[config.mk]
export PLATFORM = sky130hd
export DESIGN_NAME = multdiv_controller_flat
export DESIGN_NICKNAME = d
export VERILOG_FILES = /design/src/rtl/multdiv_controller_if.sv /design/src/rtl/multdiv_controller.sv /design/src/flat_wrapper.sv
export SDC_FILE = /design/constraint.sdc
export NUM_CORES = 1
export LEC_CHECK = 0
export BUFFER_PORTS_ARGS = -buffer_cell sky130_fd_sc_hd__buf_2
export CAP_MARGIN = 5
export CORE_ASPECT_RATIO = 0.9
export CORE_MARGIN = 2
export CORE_UTILIZATION = 51
export CTS_CLUSTER_SIZE = 25
export DETAILED_ROUTE_END_ITERATION = 10
export PLACE_DENSITY = 0.82
export SYNTH_ARGS = -nofsm -noshare
export SYNTH_HDL_FRONTEND = slang
export SYNTH_SLANG_ARGS = --single-unit
[constraint.sdc]
create_clock -name clock -period 3.24 [get_ports clock]
set_input_delay 0.162 -clock clock [delete_from_list [all_inputs] [get_ports clock]]
set_output_delay 0.162 -clock clock [all_outputs]
set_load 0.02 [all_outputs]
[src/rtl/multdiv_controller_if.sv]
// multdiv_controller_if
// Bus between the multiply/divide sequencer and the multi-cycle arithmetic unit.
//   ctrl_MULT / ctrl_DIV      : one-cycle start pulses (sequencer -> unit)
//   md_operandA / md_operandB : latched operands (sequencer -> unit)
//   md_result                 : unit result (unit -> sequencer)
//   md_resultRDY              : result valid (unit -> sequencer)
//   md_exception              : exception flag, qualified by md_resultRDY (unit -> sequencer)
// Modports: master = sequencer side, slave = arithmetic unit side.
interface multdiv_controller_if;
  logic        ctrl_MULT;
  logic        ctrl_DIV;
  logic [31:0] md_operandA;
  logic [31:0] md_operandB;
  logic [31:0] md_result;
  logic        md_resultRDY;
  logic        md_exception;

  modport master (
    output ctrl_MULT, ctrl_DIV, md_operandA, md_operandB,
    input  md_result, md_resultRDY, md_exception
  );

  modport slave (
    input  ctrl_MULT, ctrl_DIV, md_operandA, md_operandB,
    output md_result, md_resultRDY, md_exception
  );
endinterface

[src/rtl/multdiv_controller.sv]
// multdiv_controller
// Sequencer for the multi-cycle multiply/divide unit in the execute stage.
// Detects a mult/div in DX, freezes the front of the pipeline, fires a one-cycle
// start pulse with latched operands, waits for the unit, then releases the
// pipeline for one cycle while presenting result, destination and exception.
//
// Ports:
//   clock, reset        : pipeline clock, synchronous active-high reset
//   ex_valid            : DX holds a real instruction
//   isMult, isDiv       : decoded op type in DX
//   dataA, dataB        : bypassed operands
//   rd                  : destination register of the DX instruction
//   mdBus               : master side of the arithmetic unit bus
//   stall               : freeze PC/FD/DX, bubble into XM
//   result_valid        : one-cycle strobe qualifying result/result_rd/exception
//   result, result_rd   : captured result and destination
//   exception           : captured exception flag
//
// Optional feature: define MULTDIV_TIMEOUT_EN to enable a BUSY-cycle watchdog
// that aborts after TIMEOUT_CYCLES with exception = 1 and result = 0.
module multdiv_controller #(
  parameter int TIMEOUT_CYCLES = 40
) (
  input  logic                        clock,
  input  logic                        reset,
  input  logic                        ex_valid,
  input  logic                        isMult,
  input  logic                        isDiv,
  input  logic [31:0]                 dataA,
  input  logic [31:0]                 dataB,
  input  logic [4:0]                  rd,
  multdiv_controller_if.master        mdBus,
  output logic                        stall,
  output logic                        result_valid,
  output logic [31:0]                 result,
  output logic [4:0]                  result_rd,
  output logic                        exception
);

  typedef enum logic [1:0] {
    IDLE = 2'd0,
    BUSY = 2'd1,
    DONE = 2'd2
  } stateT;

  // The watchdog counter is 6 bits wide, so the limit must fit in it.
  if (TIMEOUT_CYCLES < 2 || TIMEOUT_CYCLES > 63) begin : gBadTimeout
    $error("multdiv_controller: TIMEOUT_CYCLES must be in 2..63");
  end

  stateT       state;
  logic        pulseCycle;
  logic [4:0]  rdLatch;
  logic        start;

`ifdef MULTDIV_TIMEOUT_EN
  localparam logic [5:0] TIMEOUT_LIMIT = 6'(TIMEOUT_CYCLES);
  logic [5:0]  busyCount;
`endif

  // Both decode flags high is a malformed decode and must not start the unit.
  assign start = ex_valid & (isMult ^ isDiv);

  // Stall is combinational in IDLE so the triggering instruction is frozen in
  // the same cycle it is detected; BUSY holds the freeze until the result lands.
  always_comb begin
    stall = 1'b0;
    if (state == BUSY) begin
      stall = 1'b1;
    end else if (state == IDLE) begin
      stall = start;
    end
  end

  // Single sequencing process. Start pulses and result_valid default low each
  // cycle so they are naturally one cycle wide. pulseCycle marks the first BUSY
  // cycle, where a ready flag left over from a previous operation is ignored.
  always_ff @(posedge clock) begin
    if (reset) begin
      state             <= IDLE;
      pulseCycle        <= 1'b0;
      rdLatch           <= 5'd0;
      mdBus.ctrl_MULT   <= 1'b0;
      mdBus.ctrl_DIV    <= 1'b0;
      mdBus.md_operandA <= 32'd0;
      mdBus.md_operandB <= 32'd0;
      result_valid      <= 1'b0;
      result            <= 32'd0;
      result_rd         <= 5'd0;
      exception         <= 1'b0;
`ifdef MULTDIV_TIMEOUT_EN
      busyCount         <= 6'd0;
`endif
    end else begin
      mdBus.ctrl_MULT <= 1'b0;
      mdBus.ctrl_DIV  <= 1'b0;
      result_valid    <= 1'b0;
      pulseCycle      <= 1'b0;
      case (state)
        IDLE: begin
          if (start) begin
            state             <= BUSY;
            pulseCycle        <= 1'b1;
            mdBus.md_operandA <= dataA;
            mdBus.md_operandB <= dataB;
            rdLatch           <= rd;
            mdBus.ctrl_MULT   <= isMult;
            mdBus.ctrl_DIV    <= isDiv;
`ifdef MULTDIV_TIMEOUT_EN
            busyCount         <= 6'd0;
`endif
          end
        end
        BUSY: begin
`ifdef MULTDIV_TIMEOUT_EN
          busyCount <= busyCount + 6'd1;
`endif
          if (!pulseCycle && mdBus.md_resultRDY) begin
            state        <= DONE;
            result_valid <= 1'b1;
            result       <= mdBus.md_exception ? 32'd0 : mdBus.md_result;
            exception    <= mdBus.md_exception;
            result_rd    <= rdLatch;
          end
`ifdef MULTDIV_TIMEOUT_EN
          // busyCount counts earlier BUSY cycles, so +1 includes this one.
          else if (busyCount + 6'd1 == TIMEOUT_LIMIT) begin
            state        <= DONE;
            result_valid <= 1'b1;
            result       <= 32'd0;
            exception    <= 1'b1;
            result_rd    <= rdLatch;
          end
`endif
        end
        DONE: begin
          state <= IDLE;
        end
        default: begin
          state <= IDLE;
        end
      endcase
    end
  end

endmodule
[src/flat_wrapper.sv]
// flat-port wrapper written by rule: the top's interface ports become plain ports
module multdiv_controller_flat 
#(
  parameter int TIMEOUT_CYCLES = 40
)
  (clock, reset, ex_valid, isMult, isDiv, dataA, dataB, rd, stall, result_valid, result, result_rd, exception, mdBus_ctrl_MULT, mdBus_ctrl_DIV, mdBus_md_operandA, mdBus_md_operandB, mdBus_md_result, mdBus_md_resultRDY, mdBus_md_exception);
  multdiv_controller_if mdBus_i ();
  input  logic clock;
  input  logic reset;
  input  logic ex_valid;
  input  logic isMult;
  input  logic isDiv;
  input  logic [31:0] dataA;
  input  logic [31:0] dataB;
  input  logic [4:0] rd;
  output logic stall;
  output logic result_valid;
  output logic [31:0] result;
  output logic [4:0] result_rd;
  output logic exception;
  output wire logic [$bits(mdBus_i.ctrl_MULT)-1:0] mdBus_ctrl_MULT;
  output wire logic [$bits(mdBus_i.ctrl_DIV)-1:0] mdBus_ctrl_DIV;
  output wire logic [$bits(mdBus_i.md_operandA)-1:0] mdBus_md_operandA;
  output wire logic [$bits(mdBus_i.md_operandB)-1:0] mdBus_md_operandB;
  input wire logic [$bits(mdBus_i.md_result)-1:0] mdBus_md_result;
  input wire logic [$bits(mdBus_i.md_resultRDY)-1:0] mdBus_md_resultRDY;
  input wire logic [$bits(mdBus_i.md_exception)-1:0] mdBus_md_exception;
  assign mdBus_ctrl_MULT = mdBus_i.ctrl_MULT;
  assign mdBus_ctrl_DIV = mdBus_i.ctrl_DIV;
  assign mdBus_md_operandA = mdBus_i.md_operandA;
  assign mdBus_md_operandB = mdBus_i.md_operandB;
  assign mdBus_i.md_result = mdBus_md_result;
  assign mdBus_i.md_resultRDY = mdBus_md_resultRDY;
  assign mdBus_i.md_exception = mdBus_md_exception;
  multdiv_controller #(.TIMEOUT_CYCLES(TIMEOUT_CYCLES)) u_core (.clock(clock), .reset(reset), .ex_valid(ex_valid), .isMult(isMult), .isDiv(isDiv), .dataA(dataA), .dataB(dataB), .rd(rd), .mdBus(mdBus_i), .stall(stall), .result_valid(result_valid), .result(result), .result_rd(result_rd), .exception(exception));
endmodule
# After elaboration in Yosys (flattened, before gate mapping)
# Cells that the tools add are included.
[classes]
mux = 8
n_bitwise = 5
eq_ne = 3
n_reduce_logical = 9
[ops]
columns = ["cell", "count"]
rows = [
  ["$mux 32", 1],
  ["$reduce_and 2->1", 3],
  ["$mux 1", 4],
  ["$mux 2", 2],
  ["$pmux 2 s2", 1],
  ["$reduce_or 2->1", 2],
  ["$not 1->1", 3],
  ["$reduce_or 3->1", 1],
  ["$eq 2x1->1 const B", 1],
  ["$logic_not 2->1", 1],
  ["$ne 2x1->1 const B", 1],
  ["$ne 2x2->1 const B", 1],
  ["$and 1x1->1", 1],
  ["$logic_and 1x1->1", 1],
  ["$logic_not 1->1", 1],
  ["$xor 1x1->1", 1],
]
[word_totals]
ff_bits = 113
in_bits = 108

# Longest topological paths before layout
[depth]
word_depth = 4
ltp_mapped = 6

# Least setup slack after synthesis
# No wires, ideal clock.
[synth_path]
path_type = "reg-to-reg"
startpoint = "register u_core.state[1]"
endpoint = "register u_core.mdBus.md_operandA[26]"
slack_ns = 2.014
t_arrival_ns = 1.154
required_ns = 3.168
path_stages_with_launch = 7
cell_sequence = "dfxtp_1 nor2_1 and3_1 buf_6 buf_8 buf_8 mux2i_1"
[synth_via]
elab_chain_cells = 2
[synth_lines]
columns = ["item", "line", "rtl"]
rows = [
  ["from (decl)", "multdiv_controller.sv:51", "stateT state;"],
  ["from (signal assigned)", "multdiv_controller.sv:80", "state <= IDLE;"],
  ["from (signal assigned)", "multdiv_controller.sv:102", "state <= BUSY;"],
  ["from (signal assigned)", "multdiv_controller.sv:119", "state <= DONE;"],
  ["$logic_not 2->1", "multdiv_controller.sv:99", "case (state)"],
  ["$reduce_and 2->1 (no source line)", "--", ""],
  ["to (signal assigned)", "multdiv_controller.sv:104", "mdBus.md_operandA <= dataA;"],
  ["to (decl)", "multdiv_controller_if.sv:19", "output ctrl_MULT, ctrl_DIV, md_operandA, md_operandB,"],
]
# Every way passes these cells.
# A chain may end at the register's enable or synchronous reset.

# Final worst setup path
[layout_path]
startpoint = "input port isMult"
endpoint = "register u_core.mdBus.md_operandA[0]"
[layout_via]
elab_chain_cells = 3
[layout_lines]
columns = ["item", "line", "rtl"]
rows = [
  ["from (decl)", "flat_wrapper.sv:11", "input logic isMult;"],
  ["$xor 1x1->1", "multdiv_controller.sv:62", "assign start = ex_valid & (isMult ^ isDiv);"],
  ["$and 1x1->1", "multdiv_controller.sv:62", ""],
  ["$reduce_and 2->1 (no source line)", "--", ""],
]
# Every way passes these cells.

==> out/results.tsv <==
metric	value	unit
total net switching power	956	uW
WP data required	3660	ps
Main synth FF type	dfxtp_1	
Buffers on Ports	213	
total CTS buffers	17	
number of global-route vias before repair	4611	
pwr dens	504	mW/mm^2
Die Width	105	um
CTS-repair resized insts	0	
largest net degree at the start of global routing	167	
Hold Violations, Final	0	
Clock Sinks	113	
num rows	33	
Leak	3.25	nW
share of total power in combinational logic	0.148	
RSZ-0062 raised after global routing	false	
CP Launch Type	input port	
wire per inst	15.1	um
Post-DRT Antenna Nets	0	
status	completed	
Setup-failing EPs final	0	
post-synthesis register bit count	113	
Peak VDD IR	0.417	mV
CTS root buf	clkbuf_8	
CTS tree	done	
non-filler cells, final	925	
Area Growth Syn to Fin	55.7	%
setup repair bufs after CTS	0	
fin util	0.812	
CP Max Fanout	38	
Clock Skew	7.08	ps
sequential fraction of design power	0.404	
Post-layout nets	898	
Post-DP HPWL	7.50	mm
Remaining Overflow, GRT	0	
fraction of registers with async set/reset	0	
register area share after synthesis	0.480	
syn_area_per_cell	9.65	um^2
CTS H-Tree Depth	4	
Starting Density	0.522	
final count of pins violating max slew	0	
clock network fraction of total power	0.448	
first-pass GRT wire length	21.3	mm
slowest CP cell	and3_4	
buffer depth of the longest clock path	2	
die span in y	95.2	um
fin area	0.00734	mm^2
hold_buf cts	104	
die area	0.0100	mm^2
layout cells sized above 1	0.311	
Internal	2.74	mW
crit path DAT	2430	ps
post-synth cell types	22	
Vias/cell	4.96	
final WL	13.9	mm
crit end category	flip-flop	
critical path, cell by cell	dlygate4sd3_1 > buf_2 > xor2_1 > and3_4 > buf_4 > mux2i_1	
Ports	214	
Yosys warnings	0	
vias after detailed routing	4584	
f_max	0.496	GHz
CTS clk-pin slew, worst paths	50	ps
CP max stage delay	690	ps
fin crit share	0.622	
DRC viols	0	
Syn Inst Count	489	
HP Class	input port to flip-flop	
initial antenna violation count	0	
GRT Total Usage	0.268	
Slew @ Worst Pin	1210	ps
ANT cells	0	
Post-Syn Nets	597	
max_cap viols	0	
min Tclk post-route	2020	ps
number of synthesized flops with an enable pin	0	
Switching Share	0.259	
Placer Congestion	0.781	
Final Power	3.70	mW
Core Region	0.00904	mm^2
dpl cell area	0.00577	mm^2
Slew headroom	0.194	
Mapped Area	0.00472	mm^2
Starting DRT DRC Count	293	
Setup CP Type	input port to flip-flop	
TNS Setup	0	ps
clk_lat worst skew	500	ps
iteration count of the initial detailed-routing pass	6	
DP Cell Count	789	
FILL cells	525	
critical path: cells and delay by family:
family | cells | cell delay [ps]
buffers and inverters | 3 | 1080
AND/OR/NAND/NOR | 1 | 690
multiplexers | 1 | 240
XOR/XNOR | 1 | 230
cells by family (layout without fill, tap and decap cells):
kind of cell / Yosys count / in the layout / share of synthesized area
and+or+nand+nor: 224 / 224 / 0.283
DFF: 113 / 113 / 0.480
muxes: 69 / 69 / 0.146
buffers and inverters: 41 / 355 / 0.0451
xor gates and xnor gates: 1 / 1 / 0.00186
AOI/OAI and AO/OA: 41 / 41 / 0.0443
state kept, by name, indices dropped and copies added, names as in the netlist:
signal and flops:
u_core.mdBus.md_operandA 32, u_core.mdBus.md_operandB 32, u_core.result 32, u_core.rdLatch 5
u_core.result_rd 5, u_core.state 2, u_core.exception 1, u_core.mdBus.ctrl_DIV 1
u_core.mdBus.ctrl_MULT 1, u_core.pulseCycle 1, u_core.result_valid 1
power by group through the flow:
stage,combinational [mW],clock (mW),sequential (mW)
finish,0.546,1.66,1.49
global route,0.581,1.75,1.50
CTS,0.533,1.69,1.49
detailed placement,0.435,0,1.52
global placement,0.425,0,1.52
floorplan,0.213,0,1.59
layout make-up:
| class | count | area (um^2) | share of cell area |
|---|---|---|---|
| Multi-Input combinational cell | 335 | 2250 | 0.306 |
| Timing Repair Buffer | 321 | 2140 | 0.291 |
| Sequential cell | 113 | 2260 | 0.308 |
| Clock inverter | 14 | 118 | 0.0160 |
| Tap cell | 122 | 153 | 0.0208 |
| Clock buffer | 18 | 418 | 0.0569 |
| Inverter | 2 | 7.51 | 0.00102 |
per-layer routing:
metal	vias up	share of wire	wire length, um	global-route usage
met5	-	0	0	0
met4	0	0.033	465	0.133
met3	45	0.056	781	0.0868
met2	184	0.53	7430	0.501
met1	2151	0.38	5270	0.269
li1	2204	-	-	-
metrics by stage:
step | setup slack (ps) | hold WS [ps]
5_1_grt | 1150 | 55.8
3_3_place_gp | 1390 | 421
2_1_floorplan | 2010 | 317
3_5_place_dp | 1310 | 433
6_report | 1220 | 64.8
4_1_cts | 1280 | 18.0
cells in the mapped netlist (all sizes together), types with 2 or more instances:
cell type | count | share of area
nand2b | 138 | 0.18
dfxtp | 113 | 0.48
mux2i | 69 | 0.15
nand2 | 44 | 0.035
a21oi | 39 | 0.041
nand3b | 32 | 0.051
clkbuf | 26 | 0.021
buf | 13 | 0.023
nor2 | 4 | 0.0032
inv | 2 | 0.0016
nor3b | 2 | 0.0032
layout by cell type, fill, tap and decap left out, drive strengths merged:
| cell type | netlist | final |
|---|---|---|
| buf | 13 | 217 |
| nand2b | 138 | 138 |
| dfxtp | 113 | 113 |
| dlygate4sd3 | 0 | 104 |
| mux2i | 69 | 69 |
| nand2 | 44 | 44 |
| a21oi | 39 | 39 |
| nand3b | 32 | 32 |
| clkbuf | 26 | 18 |
| clkinvlp | 0 | 6 |
| clkinv | 0 | 6 |
| nor2 | 4 | 4 |
| inv | 2 | 3 |
| nor3b | 2 | 2 |
| xor2 | 1 | 1 |
| nand3 | 1 | 1 |
| o21ai | 1 | 1 |
| and3 | 1 | 1 |
| a211o | 1 | 1 |
| and4bb | 1 | 1 |
| nand4bb | 1 | 1 |
| bufinv | 0 | 1 |
path summary, 6_finish.rpt:
path	from	to	slack [ps]	cells past startpoint
max	isMult	u_core.mdBus.md_operandA[0]	1220	6
min	ex_valid	u_core.pulseCycle	60	3
max reg2reg	u_core.state[1]	u_core.mdBus.md_operandA[0]	1310	4
min reg2reg	u_core.result[11]	u_core.result[11]	450	2
No activity file was read; power rests on OpenSTA's default activity.
